==> config.mk <==
export PLATFORM = sky130hd
export DESIGN_NAME = seq_detect_ctrl
export DESIGN_NICKNAME = d
export VERILOG_FILES = /design/src/rtl/seq_detect_ctrl.sv
export SDC_FILE = /design/constraint.sdc
export NUM_CORES = 1
export LEC_CHECK = 0
export BUFFER_PORTS_ARGS = -buffer_cell sky130_fd_sc_hd__clkbuf_2
export CORE_AREA = 2 2 105 107
export CTS_CLUSTER_DIAMETER = 200
export CTS_CLUSTER_SIZE = 20
export DETAILED_ROUTE_END_ITERATION = 7
export DIE_AREA = 0 0 107 109
export PLACE_DENSITY = 0.76
export SLEW_MARGIN = 15
export SYNTH_ARGS = -nofsm -noshare
export SYNTH_HDL_FRONTEND = slang
export SYNTH_SLANG_ARGS = --single-unit
==> constraint.sdc <==
create_clock -name clk -period 2.9 [get_ports clk]
set_input_delay 0.435 -clock clk [delete_from_list [all_inputs] [get_ports clk]]
set_output_delay 0.435 -clock clk [all_outputs]
set_load 0.01 [all_outputs]
==> src/rtl/seq_detect_ctrl.sv <==
// Programmable serial sequence detector: holds a shadow pattern/length/overlap/limit/timeout
// configuration and runs an arm -> hunt -> done sequence over a qualified serial bit stream.
module seq_detect_ctrl #(
  parameter int MAX_LEN = 8,
  parameter int LEN_W   = 4,
  parameter int CNT_W   = 8,
  parameter int TO_W    = 16
) (
  input  logic               clk,
  input  logic               reset,
  input  logic               cfg_we,
  input  logic [MAX_LEN-1:0] cfg_pattern,
  input  logic [LEN_W-1:0]   cfg_len,
  input  logic               cfg_overlap,
  input  logic [CNT_W-1:0]   cfg_limit,
  input  logic [TO_W-1:0]    cfg_timeout,
  input  logic               start,
  input  logic               abort,
  input  logic               data_valid,
  input  logic               data_in,
  output logic               detected,
  output logic [CNT_W-1:0]   match_count,
  output logic               busy,
  output logic               done,
  output logic               timeout_flag,
  output logic               cfg_err
);

  typedef enum logic [1:0] {S_IDLE, S_ARMED, S_HUNT, S_DONE} state_t;

  localparam logic [LEN_W-1:0] MAX_LEN_L = LEN_W'(MAX_LEN);

  state_t             state_reg, state_next;

  logic [MAX_LEN-1:0] pattern_reg;
  logic [LEN_W-1:0]   len_reg;
  logic               overlap_reg;
  logic [CNT_W-1:0]   limit_reg;
  logic [TO_W-1:0]    timeout_reg;

  logic [MAX_LEN-1:0] history_reg;
  logic [LEN_W-1:0]   bits_seen_reg;
  logic               shifted_reg;
  logic [CNT_W-1:0]   count_reg;
  logic [TO_W-1:0]    idle_reg;
  logic               detected_reg;
  logic               timeout_flag_reg;
  logic               cfg_err_reg;

  logic [MAX_LEN-1:0] len_mask;
  logic               pattern_eq;
  logic               match_hit;
  logic [CNT_W-1:0]   count_inc;
  logic [TO_W-1:0]    idle_inc;
  logic               limit_hit;
  logic               timeout_hit;
  logic               cfg_open;
  logic               cfg_legal;

  // Only the low len_reg bits of history take part in the compare.
  for (genvar gi = 0; gi < MAX_LEN; gi++) begin : g_mask
    localparam logic [LEN_W-1:0] IDX = LEN_W'(gi);
    assign len_mask[gi] = (IDX < len_reg);
  end

  assign pattern_eq  = (((history_reg ^ pattern_reg) & len_mask) == '0);
  assign match_hit   = (state_reg == S_HUNT) && shifted_reg &&
                       (bits_seen_reg >= len_reg) && pattern_eq;
  assign count_inc   = (&count_reg) ? count_reg : count_reg + CNT_W'(1);
  assign idle_inc    = (&idle_reg) ? idle_reg : idle_reg + TO_W'(1);
  assign limit_hit   = (limit_reg != '0) && (count_inc == limit_reg);
  assign timeout_hit = (timeout_reg != '0) && (idle_inc == timeout_reg) && !match_hit;
  assign cfg_open    = (state_reg == S_IDLE) || (state_reg == S_DONE);
  assign cfg_legal   = (cfg_len != '0) && (cfg_len <= MAX_LEN_L);

  always_ff @(posedge clk) begin
    if (!reset) begin
      state_reg <= S_IDLE;
    end else begin
      state_reg <= state_next;
    end
  end

  // Priority inside HUNT: abort, then match (with limit), then timeout.
  always_comb begin
    state_next = state_reg;
    case (state_reg)
      S_IDLE:  if (start) state_next = S_ARMED;
      S_ARMED: state_next = abort ? S_DONE : S_HUNT;
      S_HUNT: begin
        if (abort) begin
          state_next = S_DONE;
        end else if (match_hit && limit_hit) begin
          state_next = S_DONE;
        end else if (timeout_hit) begin
          state_next = S_DONE;
        end
      end
      S_DONE:  if (start) state_next = S_ARMED;
      default: state_next = S_IDLE;
    endcase
  end

  always_ff @(posedge clk) begin
    if (!reset) begin
      pattern_reg      <= '0;
      len_reg          <= LEN_W'(1);
      overlap_reg      <= 1'b0;
      limit_reg        <= '0;
      timeout_reg      <= '0;
      history_reg      <= '0;
      bits_seen_reg    <= '0;
      shifted_reg      <= 1'b0;
      count_reg        <= '0;
      idle_reg         <= '0;
      detected_reg     <= 1'b0;
      timeout_flag_reg <= 1'b0;
      cfg_err_reg      <= 1'b0;
    end else begin
      if (cfg_we && cfg_open) begin
        if (cfg_legal) begin
          pattern_reg <= cfg_pattern;
          len_reg     <= cfg_len;
          overlap_reg <= cfg_overlap;
          limit_reg   <= cfg_limit;
          timeout_reg <= cfg_timeout;
          cfg_err_reg <= 1'b0;
        end else begin
          cfg_err_reg <= 1'b1;
        end
      end

      detected_reg <= match_hit && !abort;

      case (state_reg)
        S_ARMED: begin
          history_reg      <= '0;
          bits_seen_reg    <= '0;
          shifted_reg      <= 1'b0;
          count_reg        <= '0;
          idle_reg         <= '0;
          timeout_flag_reg <= 1'b0;
        end
        S_HUNT: begin
          if (abort) begin
            shifted_reg <= 1'b0;
          end else begin
            shifted_reg <= data_valid;
            if (data_valid) begin
              history_reg <= {history_reg[MAX_LEN-2:0], data_in};
            end
            // Without overlap the bit arriving alongside the match is the first fresh one.
            if (match_hit && !overlap_reg) begin
              bits_seen_reg <= data_valid ? LEN_W'(1) : '0;
            end else if (data_valid && (bits_seen_reg < MAX_LEN_L)) begin
              bits_seen_reg <= bits_seen_reg + LEN_W'(1);
            end
            if (match_hit) begin
              count_reg <= count_inc;
              idle_reg  <= '0;
            end else begin
              idle_reg  <= idle_inc;
            end
            if (timeout_hit) begin
              timeout_flag_reg <= 1'b1;
            end
          end
        end
        default: shifted_reg <= 1'b0;
      endcase
    end
  end

  assign detected     = detected_reg;
  assign match_count  = count_reg;
  assign busy         = (state_reg == S_ARMED) || (state_reg == S_HUNT);
  assign done         = (state_reg == S_DONE);
  assign timeout_flag = timeout_flag_reg;
  assign cfg_err      = cfg_err_reg;

endmodule

Word level (Yosys, flattened, before mapping)
Cells that the tools add are included.
{"block": "classes", "order_cmp": 11, "n_bitwise": 4, "muxes": 26, "add_sub_neg": 3, "eq_ne": 12, "n_reduce_logical": 34}
{"op": "16-bit 2-to-1 mux", "count": 3}
{"op": "8-bit 2-to-1 mux", "count": 5}
{"op": "16-bit case mux with 2 select lines", "count": 1}
{"op": "8-bit case mux with 2 select lines", "count": 2}
{"op": "16-bit by 1-bit adder with 16-bit output (second input constant)", "count": 1}
{"op": "16-bit equality test", "count": 1}
{"op": "3-bit by 4-bit < comparator with 1-bit output (first input constant)", "count": 4}
{"op": "16-bit AND reduction", "count": 1}
{"op": "16-bit nonzero test", "count": 1}
{"op": "1-bit logical AND", "count": 12}
{"op": "4-bit 2-to-1 mux", "count": 3}
{"op": "3-bit AND reduction", "count": 4}
{"op": "8-bit by 1-bit adder with 8-bit output (second input constant)", "count": 1}
{"op": "8-bit AND", "count": 1}
{"op": "8-bit equality test", "count": 1}
{"op": "8-bit logical NOT", "count": 1}
{"op": "1-bit by 4-bit < comparator with 1-bit output (first input constant)", "count": 2}
{"op": "2-bit by 4-bit < comparator with 1-bit output (first input constant)", "count": 2}
{"op": "2-bit 2-to-1 mux", "count": 4}
{"op": "2-bit inequality test (second input constant)", "count": 4}
{"op": "4-bit case mux with 2 select lines", "count": 1}
{"op": "8-bit AND reduction", "count": 1}
{"op": "8-bit nonzero test", "count": 1}
{"op": "8-bit XOR", "count": 1}
{"op": "other kinds (21)", "count": 32}
{"block": "word_totals", "input_bits": 44, "output_inout_bits": 13, "wordCells": 104, "regBits": 79}

Depth between registers and ports, before layout
Gate-level depths: netlist of the first run.
{"block": "depth", "ltp_word": 10, "mapped_depth": 11, "depth_no_buf": 10}

Least setup slack after synthesis of the first run
No wires, ideal clock.
{"block": "synth_timing", "path_type": "register to register", "start": "reg idle_reg[0]", "end": "reg state_reg[0]", "synth_period_minus_slack_ns": 2.837, "path_stages_with_launch": 11, "n_path_buf": 1, "arrival_time_ns": 2.720, "setup_time_ns": 0.117, "path_slack_ns": 0.063, "required_time_ns": 2.783, "path_cell_list": "dfxtp_1 -> ha_1 -> nand3_2 -> or4_1 -> buf_6 -> mux2i_4 -> a2111oi_1 -> o211ai_2 -> nor4_4 -> mux2i_1 -> nand2_1"}
{"block": "synth_via", "elab_chain_len": 7, "elab_cells_between_ends": 8, "cone_classes": "1 x add/sub; 2 x eq/ne; 1 x mux; 4 x reduce/logical"}
{"element": "start: declaration", "line_no": "45", "text": "logic [TO_W-1:0] idle_reg;"}
{"element": "start signal: assignment", "line_no": "162", "text": "idle_reg <= idle_inc;"}
{"element": "16-bit by 1-bit adder with 16-bit output or 16-bit AND reduction (tied branches)", "line_no": "70", "text": "assign idle_inc = (&idle_reg) ? idle_reg : idle_reg + TO_W'(1);"}
{"element": "16-bit 2-to-1 mux (*)", "line_no": "70"}
{"element": "16-bit equality test (*)", "line_no": "72", "text": "assign timeout_hit = (timeout_reg != '0) && (idle_inc == timeout_reg) && !match_hit;"}
{"element": "1-bit logical AND (*) (2 in series)", "line_no": "72"}
{"element": "4-bit inequality test (no line) (*)"}
{"element": "2-bit AND reduction (no line) (*)"}
{"element": "end signal: assignment", "line_no": "80", "text": "state_reg <= state_next;"}
{"element": "end: declaration", "line_no": "33", "text": "state_t state_reg, state_next;"}
Every way passes the cells marked *; elsewhere a longest branch is shown, timed or not.
A chain may end at the register's enable or synchronous reset.

Worst setup path in the final report of the first run
Same ends and word-level chain as after synthesis.

==> run_results.csv, run 1 <==
group,metric,value,unit
drt,vias_per_cell,5.67,
synth,seq_area_frac_synth,33.9,%
drt,drt-initial-drc-count,341,
power,internal-power,0.00193,W
global_route,grt_pass1_vias,4147,
floorplan,rows,38,
placement,port_buffers,56,
run,maxCapViolCount,0,
synth,syn_avg_cell_area,7.99,um^2
drt,drc,0,
cts,clk_latency,0.36,ns
global_route,grtUsageTotal,21.3,%
timing,slew_headroom,45.2,%
drt,wl_per_cell,15.1,um
setup_path,crit_type,"reg -> reg",
power,netSwitchingPower,0.00113,W
timing,final_max_slew_viol_count,0,
synth,ys.flop_type,"dfxtp_1",
cells_and_area,fin_util,51.0,%
timing,rsz0062_at_grt,"false",
cts,root_buffer,"clkbuf_8",
floorplan,num_io_pins,57,
timing,tightest_slew,0.822,ns
power,p_comb_share,32.1,%
cts,path_clk_slew,0.09,ns
drt,vias,4492,
setup_path,critPathMaxFanout,8,
timing,setup_viol,0,
drt,drt.antenna.violating_nets,0,
synth,yosys_warnings,0,
global_route,grt_pass1_wl,19900,um
synth,yosysUniqueCellTypes,67,
cells_and_area,layout.nets,703,
cells_and_area,area_growth,15.6,%
power,swShare,36.8,%
floorplan,die_w,107,um
cells_and_area,final_common_cell,"nand2_1",
global_route,grt_max_degree,46,
synth,ys_ff_latch,79,
timing,finalHoldViolations,0,
global_route,grt_overflow,0,
placement,dp_hpwl,8980,um
drt,dr.pass1.iters,5,
outcome,status,"complete, no violations",
placement,gp_congestion,0.944,
synth,syn_area,0.00467,mm^2
cells_and_area,drive_gt1_share,18.3,%
cts,cts_max_level,3,
global_route,antenna_found_initial,0,
floorplan,die_h,109,um
drt,routed_wl,11900,um
timing,skew,0.0107,ns
power,power_density,565,mW/mm^2
hold_path,min_path_type,"in -> reg",
setup_path,cp-end-kind,"flop",
cts,ctsHoldBuffers,0,
setup_path,cp.required,3.16,ns
floorplan,start_util,44.1,%
power,p_leak,2.06,nW
cts,cts_tree,"built",
floorplan,die_area,0.0117,mm^2
synth,synth_edf_count,0,
cts,cts_buffers,9,
timing,fin_tns_setup,0,ns
power,p_seq_share,42.2,%
synth,async_flop_share,0,%
timing,min_period,2.80,ns
power,vdd_drop_max,360,uV
synth,synthCells,585,
synth,syn_nets,640,
cts,clock_sinks,79,
setup_path,cp_data_arrival_time,3.05,ns
setup_path,cp-start-kind,"flop",
floorplan,coreArea,0.0106,mm^2
cells_and_area,num_antenna_cells,0,
timing,max_freq,358,MHz
cells_and_area,layout_common_cells,"nand2_1 (115), dfxtp_1 (78), clkbuf_2 (56)",
timing,post-route-period-util,96.4,%
cts,clock_path_buffers,2,
power,clkPwrFrac,25.7,%
-- Yosys cell counts (2+ instances only) --
cell	instances	area share [%]
o21a_1	3	0.48
and2_1	6	0.80
inv_1	11	0.88
a311oi_1	5	0.94
dfxtp_1	79	34
o21ai_0	23	2.5
o22ai_1	2	0.27
nor4_1	10	1.3
a31oi_1	11	1.5
nor2b_1	10	1.3
o211ai_1	8	1.3
mux2i_1	12	2.6
nand2_1	115	9.2
o31ai_1	2	0.32
clkbuf_1	28	2.2
a21o_1	7	1.1
xnor2_1	16	3.0
nor3_1	12	1.3
buf_2	6	0.64
and2_0	2	0.27
o311a_1	2	0.43
or3_1	3	0.40
and4_1	4	0.75
nand2b_1	9	1.2
nor3b_1	2	0.32
nor4_4	3	1.4
nand3_1	19	2.0
nand3b_1	2	0.32
xor2_1	12	2.2
ha_1	11	2.9
and3_1	12	1.6
nand4_1	7	0.94
a21oi_1	27	2.9
o2111ai_1	2	0.38
a21boi_0	51	8.2
nor2_1	20	1.6
-- path summary, 6_finish.rpt --
check	to	cells past startpoint	slack (ns)	start
min	timeout_reg[12]	3	0.30	cfg_timeout[12]
max reg2reg	state_reg[0]	10	0.10	idle_reg[0]
min reg2reg	pattern_reg[3]	2	0.49	pattern_reg[3]
max	state_reg[0]	10	0.10	idle_reg[0]
-- metrics by stage --
| step | power (W) | area (um^2) | instances | setup slack (ns) | hold slack, ns |
|---|---|---|---|---|---|
| 5_1_grt | 0.00325 | 5400 | 792 | 0.00200 | 0.300 |
| 2_1_floorplan | 0.00195 | 4670 | 585 | 0.0625 | 0.455 |
| 6_report | 0.00305 | 5400 | 792 | 0.105 | 0.305 |
| 3_5_place_dp | 0.00229 | 5190 | 774 | 0.157 | 0.479 |
| 3_3_place_gp | 0.00226 | 5190 | 774 | 0.149 | 0.469 |
| 4_1_cts | 0.00307 | 5380 | 789 | 0.148 | 0.294 |
-- worst max-delay path, stage by stage, from the launching register on --
cell,delay (ns)
dfxtp_1,0.32
ha_1,0.22
buf_4,0.16
and3_1,0.27
a21boi_0,0.21
nand4_1,0.16
a2111oi_1,0.49
o211ai_2,0.17
nor4_4,0.40
mux2i_1,0.24
nand2_1,0.06
-- cells by family after synthesis --
kind of cell / share of synthesized area, %
AND/OR/NAND/NOR: 26.9
AO/OA/AOI/OAI: 23.9
flip-flops: 33.9
buffers and inverters: 4.12
XOR/XNOR: 5.25
multiplexers: 3.05
adder cells (fa/ha/maj): 2.95
-- routing by layer --
metal,track usage [%],vias to the layer above,wire [um]
met1,29.3,2123,5770
met3,4.42,13,652
li1,-,2217,-
met5,0,-,0
met2,33.5,139,5330
met4,6.86,0,177
-- power by group through the flow --
stage,combinational [W],clock (W),sequential [W]
final,0.000981,0.000785,0.00129
after global routing,0.00110,0.000847,0.00130
after CTS,0.000977,0.000801,0.00129
after detailed placement,0.000972,0,0.00131
after global placement,0.000954,0,0.00131
after floorplan,0.000664,0,0.00128
-- final cells by class --
type                            count  area (um^2)
Inverter                           11         41.3
Timing Repair Buffer               88          520
Clock buffer                       11          151
Clock inverter                      4         30.0
Sequential cell                    79         1580
Multi-Input combinational cell    459         2900
Fill cell                        1021         5200
Tap cell                          140          175
-- what timing repair did --
item,4_1_cts,5_1_grt
gates resized for setup,0,2
buffers inserted,0,3
setup endpoints to repair,0,1
(Power assumes the default switching activity.)
==> run 2: changes to the inputs <==
--- a/config.mk
+++ b/config.mk
@@ -6,12 +6,11 @@
 export NUM_CORES = 1
 export LEC_CHECK = 0
 export BUFFER_PORTS_ARGS = -buffer_cell sky130_fd_sc_hd__clkbuf_2
-export CORE_AREA = 2 2 105 107
+export CORE_AREA = 2 2 140 142
 export CTS_CLUSTER_DIAMETER = 200
 export CTS_CLUSTER_SIZE = 20
 export DETAILED_ROUTE_END_ITERATION = 7
-export DIE_AREA = 0 0 107 109
-export PLACE_DENSITY = 0.76
+export DIE_AREA = 0 0 142 144
 export SLEW_MARGIN = 15
 export SYNTH_ARGS = -nofsm -noshare
 export SYNTH_HDL_FRONTEND = slang
==> run_results.csv, run 2 (same netlist as run 1, synthesis figures left out) <==
group,metric,value,unit
setup_path,cp_data_arrival_time,2.97,ns
timing,final_max_slew_viol_count,0,
cts,clock_sinks,79,
hold_path,hp-start,"cfg_timeout[0]",
setup_path,cp-end-kind,"flop",
floorplan,die_h,144,um
floorplan,die_area,0.0204,mm^2
global_route,grt_max_degree,54,
timing,max_freq,366,MHz
cells_and_area,drive_gt1_share,17.9,%
cells_and_area,layout.nets,698,
global_route,grtUsageTotal,12.7,%
drt,routed_wl,12500,um
floorplan,num_io_pins,57,
setup_path,rrSetupSlack,0.17,ns
floorplan,start_util,24.5,%
cts,ctsHoldBuffers,0,
cells_and_area,final_common_cell,"nand2_1",
placement,gp_congestion,0.936,
cts,clk_latency,0.35,ns
setup_path,cp.required,3.14,ns
drt,wl_per_cell,14.1,um
cts,clock_path_buffers,2,
cts,cts_buffers,9,
hold_path,min_path_type,"in -> reg",
cts,path_clk_slew,0.07,ns
hold_path,worst_hold_path.num_cells,3,
power,internal-power,0.00227,W
setup_path,crit_type,"reg -> reg",
floorplan,rows,51,
power,netSwitchingPower,0.00115,W
cts,cts_tree,"built",
power,vdd_drop_max,323,uV
power,p_seq_share,37.6,%
power,clkPwrFrac,33.5,%
power,power_density,609,mW/mm^2
floorplan,coreArea,0.0191,mm^2
setup_path,rr_worst_depth,10,
placement,place_inst,868,
cells_and_area,num_antenna_cells,0,
cts,cts_max_level,3,
cts,root_buffer,"clkbuf_16",
setup_path,critPathMaxFanout,8,
placement,dp_hpwl,9150,um
global_route,grt_pass1_vias,4020,
timing,finalHoldViolations,0,
cells_and_area,layout_common_cells,"nand2_1 (115), dfxtp_1 (79), clkbuf_2 (56)",
outcome,status,"complete, no violations",
run,maxCapViolCount,0,
cells_and_area,num-fill-cells,2060,
global_route,grt_pass1_wl,20600,um
cells_and_area,seq_area,0.00158,mm^2
timing,setup_viol,0,
drt,drt-initial-drc-count,262,
cells_and_area,area_growth,20.5,%
drt,vias,4339,
placement,place_area,0.00529,mm^2
placement,port_buffers,56,
timing,skew,0.0113,ns
drt,vias_per_cell,4.90,
timing,setup_slack,0.165,ns
setup_path,rr_startpoint,"idle_reg[0]",
setup_path,cp-start-kind,"flop",
global_route,antenna_found_initial,0,
timing,tightest_slew,0.946,ns
cells_and_area,final_cell_count_no_fill,885,
power,p_comb_share,28.8,%
power,p_leak,2.10,nW
timing,slew_headroom,36.9,%
power,swShare,33.6,%
placement,place_ws,0.150,ns
floorplan,die_w,142,um
cells_and_area,final_area,0.00563,mm^2
hold_path,worstHoldEndpoint,"timeout_reg[0]",
setup_path,rr_endpoint,"state_reg[0]",
cells_and_area,multi_input_area,0.00293,mm^2
timing,min_period,2.73,ns
drt,drc,0,
drt,dr.pass1.iters,5,
drt,drt.antenna.violating_nets,0,
timing,post-route-period-util,94.3,%
global_route,grt_overflow,0,
==> run 2: changes by cell type in the layout (fill, tap and decap cells not counted), sizes merged <==
cell      before  now
inv           12   11
buf           32   27
bufinv         0    1
clkinvlp       1    0
clkinv         2    3
==> run 2: what timing repair did <==
action	in CTS	in global routing
resized for setup	0	7
hold endpoints to repair	0	0
buffers inserted	0	2
endpoints found under the setup margin	0	2
==> run 2: per-layer routing <==
metal	GRT usage (%)	part of all wire [%]
met2	19.3	43
met5	0	0
met3	2.12	3.7
met4	5.68	1.9
met1	17.6	51
==> run 2: per-stage QoR <==
stage                     hold WS, ns   TNS, ns  power (W)  utilization [%]
after floorplan                 0.455         0    0.00195                -
after global placement          0.473         0    0.00229             27.7
after detailed placement        0.480         0    0.00229             27.7
after CTS                       0.310         0    0.00346             29.3
after global routing            0.316  -0.00216    0.00364             29.5
final                           0.318         0    0.00343             29.5
==> run 2: how the worst max path moves through the flow <==
stage	startpoint	to	slack (ns)	cells after the start
final	idle_reg[0]	state_reg[0]	0.17	10
after floorplan	idle_reg[0]	state_reg[0]	0.06	10
after global placement	idle_reg[10]	state_reg[0]	0.22	8
after CTS	idle_reg[1]	state_reg[0]	0.14	9
after global routing	idle_reg[13]	state_reg[0]	-0.002	8
after detailed placement	idle_reg[11]	state_reg[0]	0.15	8
==> run 2: worst max-delay path: stages (launching register included) <==
cell and delay, ns:
dfxtp_1 0.31, ha_1 0.24, buf_4 0.17, and3_2 0.28, a22o_1 0.22, a21o_1 0.22
a2111oi_4 0.36, o211ai_2 0.15, nor4_4 0.39, mux2i_1 0.22, nand2_1 0.06
==> run 2: cell type report <==
cell class | count | share of cell area [%]
Sequential cell | 79 | 28.1
Clock buffer | 11 | 4.49
Inverter | 11 | 0.734
Timing Repair Buffer | 83 | 8.58
Multi-Input combinational cell | 459 | 52.0
Clock inverter | 4 | 0.800
Tap cell | 238 | 5.29
==> run 2: power groups by stage <==
stage	clock network, W	logic, W	registers (W)
4_1_cts	0.00118	0.000984	0.00129
2_1_floorplan	0	0.000664	0.00128
3_3_place_gp	0	0.000978	0.00131
3_5_place_dp	0	0.000980	0.00131
6_report	0.00115	0.000987	0.00129
5_1_grt	0.00122	0.00111	0.00130
==> run 3: changes to the inputs <==
--- a/config.mk
+++ b/config.mk
@@ -11,6 +11,7 @@
 export CTS_CLUSTER_SIZE = 20
 export DETAILED_ROUTE_END_ITERATION = 7
 export DIE_AREA = 0 0 142 144
+export MAX_ROUTING_LAYER = met4
 export SLEW_MARGIN = 15
 export SYNTH_ARGS = -nofsm -noshare
 export SYNTH_HDL_FRONTEND = slang
==> run_results.csv, run 3 (same netlist as run 1, synthesis figures left out) <==
group,metric,value,unit
timing,tightest_slew,0.949,ns
drt,drt-initial-drc-count,288,
setup_path,crit_start,"idle_reg[0]",
placement,gp_congestion,0.953,
floorplan,num_io_pins,57,
global_route,grt_max_degree,54,
cells_and_area,final_common_cell,"nand2_1",
drt,vias,4362,
drt,drc,0,
setup_path,cp-end-kind,"flop",
hold_path,hp-start,"cfg_timeout[0]",
setup_path,crit_type,"reg -> reg",
power,vdd_drop_max,323,uV
global_route,grt_pass1_wl,20500,um
global_route,grtUsageTotal,13.0,%
power,power.total,0.00343,W
cells_and_area,area_growth,20.5,%
cts,root_buffer,"clkbuf_16",
setup_path,cp.required,3.14,ns
timing,setup_viol,0,
global_route,grt_pass1_vias,4028,
drt,drt.antenna.violating_nets,0,
global_route,grt_overflow,0,
placement,dp_hpwl,9150,um
drt,dr.pass1.iters,5,
cts,clk_latency,0.35,ns
floorplan,coreArea,0.0191,mm^2
floorplan,die_w,142,um
run,maxCapViolCount,0,
hold_path,worst_hold_path.num_cells,3,
timing,min_period,2.73,ns
outcome,status,"complete, no violations",
setup_path,rr_worst_depth,10,
timing,finalHoldViolations,0,
cts,cts_tree,"built",
drt,routed_wl,12400,um
timing,post-route-period-util,94.3,%
cts,ctsHoldBuffers,0,
floorplan,start_util,24.5,%
setup_path,rr_startpoint,"idle_reg[0]",
cts,cts_buffers,9,
cells_and_area,layout_common_cells,"nand2_1 (115), dfxtp_1 (79), clkbuf_2 (56)",
power,power_density,610,mW/mm^2
drt,vias_per_cell,4.93,
setup_path,cp_data_arrival_time,2.97,ns
floorplan,rows,51,
timing,final_max_slew_viol_count,0,
drt,wl_per_cell,14.0,um
setup_path,rrSetupSlack,0.17,ns
placement,port_buffers,56,
cells_and_area,layout.nets,698,
cells_and_area,num_antenna_cells,0,
cts,clock_path_buffers,2,
floorplan,die_h,144,um
timing,fin_tns_setup,0,ns
cells_and_area,drive_gt1_share,17.9,%
cells_and_area,num-fill-cells,2060,
setup_path,cp-start-kind,"flop",
timing,max_freq,366,MHz
power,p_leak,2.10,nW
floorplan,die_area,0.0204,mm^2
timing,skew,0.0111,ns
setup_path,critPathMaxFanout,8,
global_route,antenna_found_initial,0,
cts,cts_max_level,3,
timing,slew_headroom,36.7,%
cts,clock_sinks,79,
hold_path,min_path_type,"in -> reg",
cts,path_clk_slew,0.07,ns
-- run 3: cell counts in the layout (fill, tap and decap cells not counted) --
Identical to the previous run, type by type.
-- run 3: per-stage QoR --
stage               setup slack, ns  instance area [um^2]  hold WS [ns]  std cells  util [%]
floorplan                    0.0625                  4670         0.455        585         -
global placement              0.224                  5290         0.473        868      27.7
detailed placement            0.150                  5290         0.480        868      27.7
CTS                           0.140                  5580         0.310        883      29.3
global route               -0.00229                  5630         0.318        885      29.5
finish                        0.165                  5630         0.319        885      29.5
-- run 3: layer usage --
layer	GRT usage, %	routed length, um	vias up
met5	-	0	-
met4	6.00	255	0
li1	-	-	2215
met1	17.6	6310	2031
met3	1.69	493	16
met2	19.3	5370	100
-- run 3: worst paths after layout --
kind	end
worst max-delay path	state_reg[0]
worst min-delay path	timeout_reg[0]
worst max register to register	state_reg[0]
worst min register to register	pattern_reg[3]
-- run 3: worst max-delay path, cell delays in order, from the launching register on --
cell	delay, ns
dfxtp_1	0.31
ha_1	0.24
buf_4	0.17
and3_2	0.28
a22o_1	0.22
a21o_1	0.22
a2111oi_4	0.36
o211ai_2	0.15
nor4_4	0.39
mux2i_1	0.22
nand2_1	0.06
-- run 3: cell type report --
class	instances	area, um^2	area share, %
multi-input cells	459	2930	52.0
repair buffers	83	483	8.58
flip-flops and latches	79	1580	28.1
well taps	238	298	5.29
inverters	11	41.3	0.734
clock buffers	11	253	4.49
clock inverters	4	45.0	0.800
-- run 3: repair_timing --
action / CTS / global route
buffers inserted: 0 / 2
setup endpoints to repair: 0 / 2
endpoints found under the hold margin: 0 / 0
resized for setup: 0 / 7
-- run 3: report_power, final --
part | switching [W] | internal [W] | leakage [nW]
registers | 0.000106 | 0.00118 | 0.640
clock network | 0.000448 | 0.000704 | 0.151
logic | 0.000603 | 0.000386 | 1.31
